==> src/rtl/ps2_scan_decoder.sv <==
// PS/2 scan-code-set-2 decoder: folds E0/F0/E1 prefix sequences into key events, buffered in a FWFT FIFO.
// Optional `TYPEMATIC_FILTER_EN suppresses repeated makes of the currently held key.
module ps2_scan_decoder #(
  parameter int unsigned FIFO_DEPTH     = 4,
  parameter int unsigned TIMEOUT_CYCLES = 2000000
) (
  input  logic       clk,
  input  logic       reset,
  input  logic       rx_done_tick,
  input  logic [7:0] din,
  output logic       key_valid,
  input  logic       key_ready,
  output logic [7:0] key_code,
  output logic       key_break,
  output logic       key_ext,
  output logic       overflow
);

  localparam int unsigned AW = (FIFO_DEPTH > 1) ? $clog2(FIFO_DEPTH) : 1;
  localparam int unsigned TW = $clog2(TIMEOUT_CYCLES + 1);

  typedef enum logic [1:0] {IDLE, EXT, BRK, PAUSE} state_t;

  state_t        state;
  logic          ext_flag;
  logic [2:0]    pause_cnt;
  logic [TW-1:0] tmo_cnt;

  logic       is_status;
  logic       emit;
  logic       emit_brk;
  logic       emit_ext;
  logic [7:0] emit_code;
  logic       suppress;

  always_comb begin
    is_status = 1'b0;
    case (din)
      8'h00, 8'hAA, 8'hEE, 8'hFA, 8'hFC, 8'hFE, 8'hFF: is_status = 1'b1;
      default: is_status = 1'b0;
    endcase
  end

  // Event produced by the byte arriving this cycle; written to the FIFO at the same edge.
  always_comb begin
    emit      = 1'b0;
    emit_brk  = 1'b0;
    emit_ext  = 1'b0;
    emit_code = din;
    if (rx_done_tick) begin
      unique case (state)
        IDLE:  emit = !is_status && din != 8'hE0 && din != 8'hF0 && din != 8'hE1;
        EXT: begin
          emit     = din != 8'hF0 && din != 8'hE0;
          emit_ext = 1'b1;
        end
        BRK: begin
          emit     = din != 8'hF0 && din != 8'hE0;
          emit_brk = 1'b1;
          emit_ext = ext_flag;
        end
        PAUSE: begin
          emit      = pause_cnt == 3'd1;
          emit_code = 8'hE1;
        end
      endcase
    end
  end

  always_ff @(posedge clk or posedge reset) begin
    if (reset) begin
      state     <= IDLE;
      ext_flag  <= 1'b0;
      pause_cnt <= '0;
      tmo_cnt   <= '0;
    end else if (rx_done_tick) begin
      tmo_cnt <= '0;
      unique case (state)
        IDLE: begin
          if (din == 8'hE0) begin
            state <= EXT;
          end else if (din == 8'hF0) begin
            state    <= BRK;
            ext_flag <= 1'b0;
          end else if (din == 8'hE1) begin
            state     <= PAUSE;
            pause_cnt <= 3'd7;
          end
        end
        EXT: begin
          if (din == 8'hF0) begin
            state    <= BRK;
            ext_flag <= 1'b1;
          end else if (din != 8'hE0) begin
            state <= IDLE;
          end
        end
        BRK: begin
          if (din != 8'hF0 && din != 8'hE0) state <= IDLE;
        end
        PAUSE: begin
          pause_cnt <= pause_cnt - 3'd1;
          if (pause_cnt == 3'd1) state <= IDLE;
        end
      endcase
    end else if (state == IDLE) begin
      tmo_cnt <= '0;
    end else if (tmo_cnt == TW'(TIMEOUT_CYCLES - 1)) begin
      state   <= IDLE;
      tmo_cnt <= '0;
    end else begin
      tmo_cnt <= tmo_cnt + 1'b1;
    end
  end

`ifdef TYPEMATIC_FILTER_EN
  logic       held;
  logic [8:0] held_key;

  assign suppress = emit && !emit_brk && held && (held_key == {emit_ext, emit_code});

  always_ff @(posedge clk or posedge reset) begin
    if (reset) begin
      held     <= 1'b0;
      held_key <= '0;
    end else if (emit) begin
      if (!emit_brk) begin
        held     <= 1'b1;
        held_key <= {emit_ext, emit_code};
      end else if (held && held_key == {emit_ext, emit_code}) begin
        held <= 1'b0;
      end
    end
  end
`else
  assign suppress = 1'b0;
`endif

  logic [9:0]  mem [FIFO_DEPTH];
  logic [AW-1:0] rd_ptr;
  logic [AW-1:0] wr_ptr;
  logic [AW:0]   count;
  logic          full;
  logic          pop;
  logic          push_req;
  logic          push;

  assign full     = count == (AW + 1)'(FIFO_DEPTH);
  assign pop      = key_valid && key_ready;
  assign push_req = emit && !suppress;
  // A pop in the same cycle frees the slot, so a full FIFO still accepts the push.
  assign push     = push_req && (!full || pop);

  always_ff @(posedge clk or posedge reset) begin
    if (reset) begin
      for (int unsigned i = 0; i < FIFO_DEPTH; i++) mem[i] <= '0;
      rd_ptr   <= '0;
      wr_ptr   <= '0;
      count    <= '0;
      overflow <= 1'b0;
    end else begin
      overflow <= push_req && full && !pop;
      if (push) begin
        mem[wr_ptr] <= {emit_code, emit_brk, emit_ext};
        wr_ptr      <= wr_ptr + 1'b1;
      end
      if (pop) rd_ptr <= rd_ptr + 1'b1;
      case ({push, pop})
        2'b10:   count <= count + 1'b1;
        2'b01:   count <= count - 1'b1;
        default: count <= count;
      endcase
    end
  end

  assign key_valid = count != '0;
  assign key_code  = mem[rd_ptr][9:2];
  assign key_break = mem[rd_ptr][1];
  assign key_ext   = mem[rd_ptr][0];

endmodule

==> config.mk <==
export PLATFORM = sky130hd
export DESIGN_NAME = ps2_scan_decoder
export DESIGN_NICKNAME = d
export VERILOG_FILES = /design/src/rtl/ps2_scan_decoder.sv
export SDC_FILE = /design/constraint.sdc
export NUM_CORES = 1
export LEC_CHECK = 0
export CAP_MARGIN = 20
export CELL_PAD_IN_SITES_DETAIL_PLACEMENT = 0
export CELL_PAD_IN_SITES_GLOBAL_PLACEMENT = 1
export CORE_MARGIN = 1.5
export CORE_UTILIZATION = 45
export DETAILED_ROUTE_END_ITERATION = 8
export PLACE_DENSITY_LB_ADDON = 0.1
export SLEW_MARGIN = 30
export SYNTH_ARGS = -nofsm -noshare
export SYNTH_HDL_FRONTEND = slang
export SYNTH_SLANG_ARGS = --single-unit
==> constraint.sdc <==
create_clock -name clk -period 6 [get_ports clk]
set_clock_uncertainty 0.05 [all_clocks]
set_input_delay 0.9 -clock clk [delete_from_list [all_inputs] [get_ports clk]]
set_output_delay 0.9 -clock clk [all_outputs]
set_load 0.005 [all_outputs]
==> results_dict.tcl <==
set metrics [dict create \
    worstPathRequired_ps 6220 \
    min_period_ps 3710 \
    power_mw 2.13 \
    core_sq_um 8680 \
    cts_made_buffers 9 \
    drtPass1Iterations 4 \
    cp_num_cells 11 \
    overflow 0 \
    cap_violations 0 \
    rsz0062_at_grt "no" \
    drv_slew 0 \
    timing.rr.end "count[2]" \
    clock_path_buffers 2 \
    setup_tns_ps 0 \
    worst_pin_slew_ps 728 \
    antenna_found_initial 0 \
    critPathSlowestCell "or4_1" \
    dpl.hpwl_um 5350 \
    crit_fanout 11 \
    synth_xor_area_share_pct 5.46 \
    final_common_cell "dfrtp_1" \
    synthAdderAreaFrac_pct 4.52 \
    n_antenna_cell 0 \
    ctsResizeCount 0 \
    startpoint "din[4]" \
    hold_buffers 0 \
    grt_pass1_vias 2623 \
    post-cts-setup-buffer-count 0 \
    synthSimpleGateAreaFrac_pct 14.3 \
    fmax_ghz 0.270 \
    io_buffer_count 23 \
    grt_max_degree 76 \
    clkTransAtPathRegs_ps 80 \
    clock-sinks 75 \
    crit_path_end_kind "flip-flop" \
    ant_nets 0 \
    drt_iter0_markers 81 \
    setup_viol 0 \
    synth_top_family_by_area "multiplexers" \
    status "finished clean" \
    fin_crit_sh_pct 61.8 \
    grt_usage_pct 17.5 \
    synth_top_cell_area_share_pct 46.8 \
    root_buffer "clkbuf_8" \
    clk_latency_ps 340 \
    cp-start-kind "input port" \
    hold_path.class "flip-flop to flip-flop" \
    netlist_top_cells_area "dfrtp_1 47%, mux2_4 6.7%, mux2_2 6.7%" \
    final_util_pct 52.6 \
    syn_nets 355 \
    die_y_um 97.4 \
    p_per_area_nw_per_um2 467 \
    ys_ff_latch 75 \
    layout-drive-gt1-share_pct 22.9 \
    yosysWarnings 0 \
    r2r_setup_slack_ps 3220 \
    r2r_cells 10 \
    cp.arrival_ps 3930 \
    vias_per_cell 5.38 \
    wl_per_cell_um 16.4 \
    drc 0 \
    synth_cell_types 51 \
    grt_pass1_wl_um 13300 \
    maxSlewHeadroom_pct 51.4 \
    syn_inst 330 \
    die_area_sq_um 9490 \
    synthFlopType "dfrtp_1" \
    synth_area_per_cell_sq_um 12.2 \
    rows 34 \
    area_growth_syn_to_layout_pct 13.9 \
    hold_violations 0 \
    initial_core_util_pct 46.2 \
    cts_tree "yes" \
    leakagePower_nw 1.99 \
    whs_ps 429 \
    numPlacedInstances 455 \
    num_io_pins 24 \
    path_class "input port to flip-flop" \
    endpoint "count[2]" \
    die_w_um 97.4 \
    crit_path_max_incr_delay_ps 650 \
    cp_common_cell "xor2_1" \
    mostFrequentLayoutCells "75 x dfrtp_1, 31 x nor2_1, 24 x mux2_2" \
    synth_compound_area_share_pct 6.80 \
    ys_seq_area_share_pct 46.8 \
    fin_nets 383 \
    h-tree-depth 3 \
    critPathTopFamily "simple AND/OR/NAND/NOR gates" \
    gp_congestion 0.744 \
    irDropWorstVdd_mv 0.181 \
    path_buf_inv 2 \
    syn_area_sq_um 4010 \
    routed_wl_um 7710 \
    synthMuxAreaShare_pct 19.6 \
    r2r-start "count[0]" \
    crit_chain "clkdlybuf4s50_1 -> or4_1 -> a211oi_4 -> nor3_1 -> a21oi_2 -> ha_1 -> inv_1 -> fa_1 -> xor2_1 -> nor2_1 -> xor2_1" \
    synth_edf_count 0 \
    via_count 2536 \
    synth_largest_area_cell "dfrtp_1" \
    async_flop_share_pct 100 \
    stdcell_count 471 \
]
-- layout make-up --
class,count,area [sq um]
flip-flops and latches,75,1880
repair buffers,24,241
clock inverters,7,101
clock buffers,9,124
well taps,108,135
multi-input cells,233,2030
fillers,774,4110
inverters,15,56.3
-- worst register-to-register path, delay by kind of cell, from the launching register on --
family                   cells  cell delay, ps
AO/OA/AOI/OAI                1             220
XOR/XNOR                     2             300
adder cells (fa/ha/maj)      2             590
buffers and inverters        1              60
flip-flops                   1             410
AND/OR/NAND/NOR              4            1070
-- synthesized netlist by cell type (2+ instances only) --
| cell | count |
|---|---|
| and3_1 | 5 |
| clkbuf_1 | 3 |
| nor2_1 | 31 |
| and4_1 | 5 |
| a211oi_1 | 2 |
| nand2_1 | 17 |
| ha_1 | 12 |
| nand4_1 | 6 |
| a21oi_1 | 9 |
| mux2i_1 | 2 |
| a21oi_4 | 4 |
| nand2b_1 | 6 |
| mux2_4 | 18 |
| mux4_2 | 10 |
| inv_1 | 14 |
| mux2_2 | 24 |
| and2_1 | 7 |
| a31oi_1 | 2 |
| a221o_1 | 2 |
| nand3_1 | 15 |
| nor3_1 | 8 |
| or3_1 | 2 |
| xnor2_1 | 11 |
| dfrtp_1 | 75 |
| xor2_1 | 14 |
-- power breakdown --
part	total [mW]	internal (mW)	switching, mW
clock network	0.436	0.237	0.199
logic	0.870	0.530	0.340
registers	0.825	0.687	0.139
-- metal layers --
layer	global-route usage, %	share of wire (%)	vias up
met4	5.93	1.0	0
met2	26.7	46	26
met3	3.38	2.5	7
met5	0	0	-
li1	-	-	1238
met1	25.2	50	1265
-- sequential cells by signal, summed over array words and instances, names as in the netlist --
signal / flops
wr_ptr: 2
rd_ptr: 2
count: 3
overflow: 1
mem: 40
ext_flag: 1
state: 2
pause_cnt: 3
tmo_cnt: 21
-- how the worst min path moves through the flow --
stage | to | cells after the start | slack [ps] | startpoint
finish | pause_cnt[2] | 1 | 430 | pause_cnt[2]
global route | pause_cnt[2] | 1 | 470 | pause_cnt[2]
CTS | pause_cnt[2] | 1 | 440 | pause_cnt[2]
detailed placement | pause_cnt[2] | 1 | 430 | pause_cnt[2]
global placement | pause_cnt[2] | 1 | 420 | pause_cnt[2]
floorplan | pause_cnt[2] | 1 | 390 | pause_cnt[2]
-- cell families (layout without fill, tap and decap cells) --
| logic type | Yosys count | count (layout) |
|---|---|---|
| and+or+nand+nor | 111 | 111 |
| muxes | 54 | 54 |
| DFF | 75 | 75 |
| buffers and inverters | 22 | 55 |
| adders and majority gates | 14 | 14 |
| AOI/OAI and AO/OA | 29 | 29 |
| xor gates and xnor gates | 25 | 25 |
-- metrics by stage --
stage	cell area, sq um	setup WS [ps]
2_1_floorplan	4010	2770
3_3_place_gp	4340	1980
3_5_place_dp	4340	1930
4_1_cts	4560	2300
5_1_grt	4570	2140
6_report	4570	2290
(Power assumes the default switching activity.)
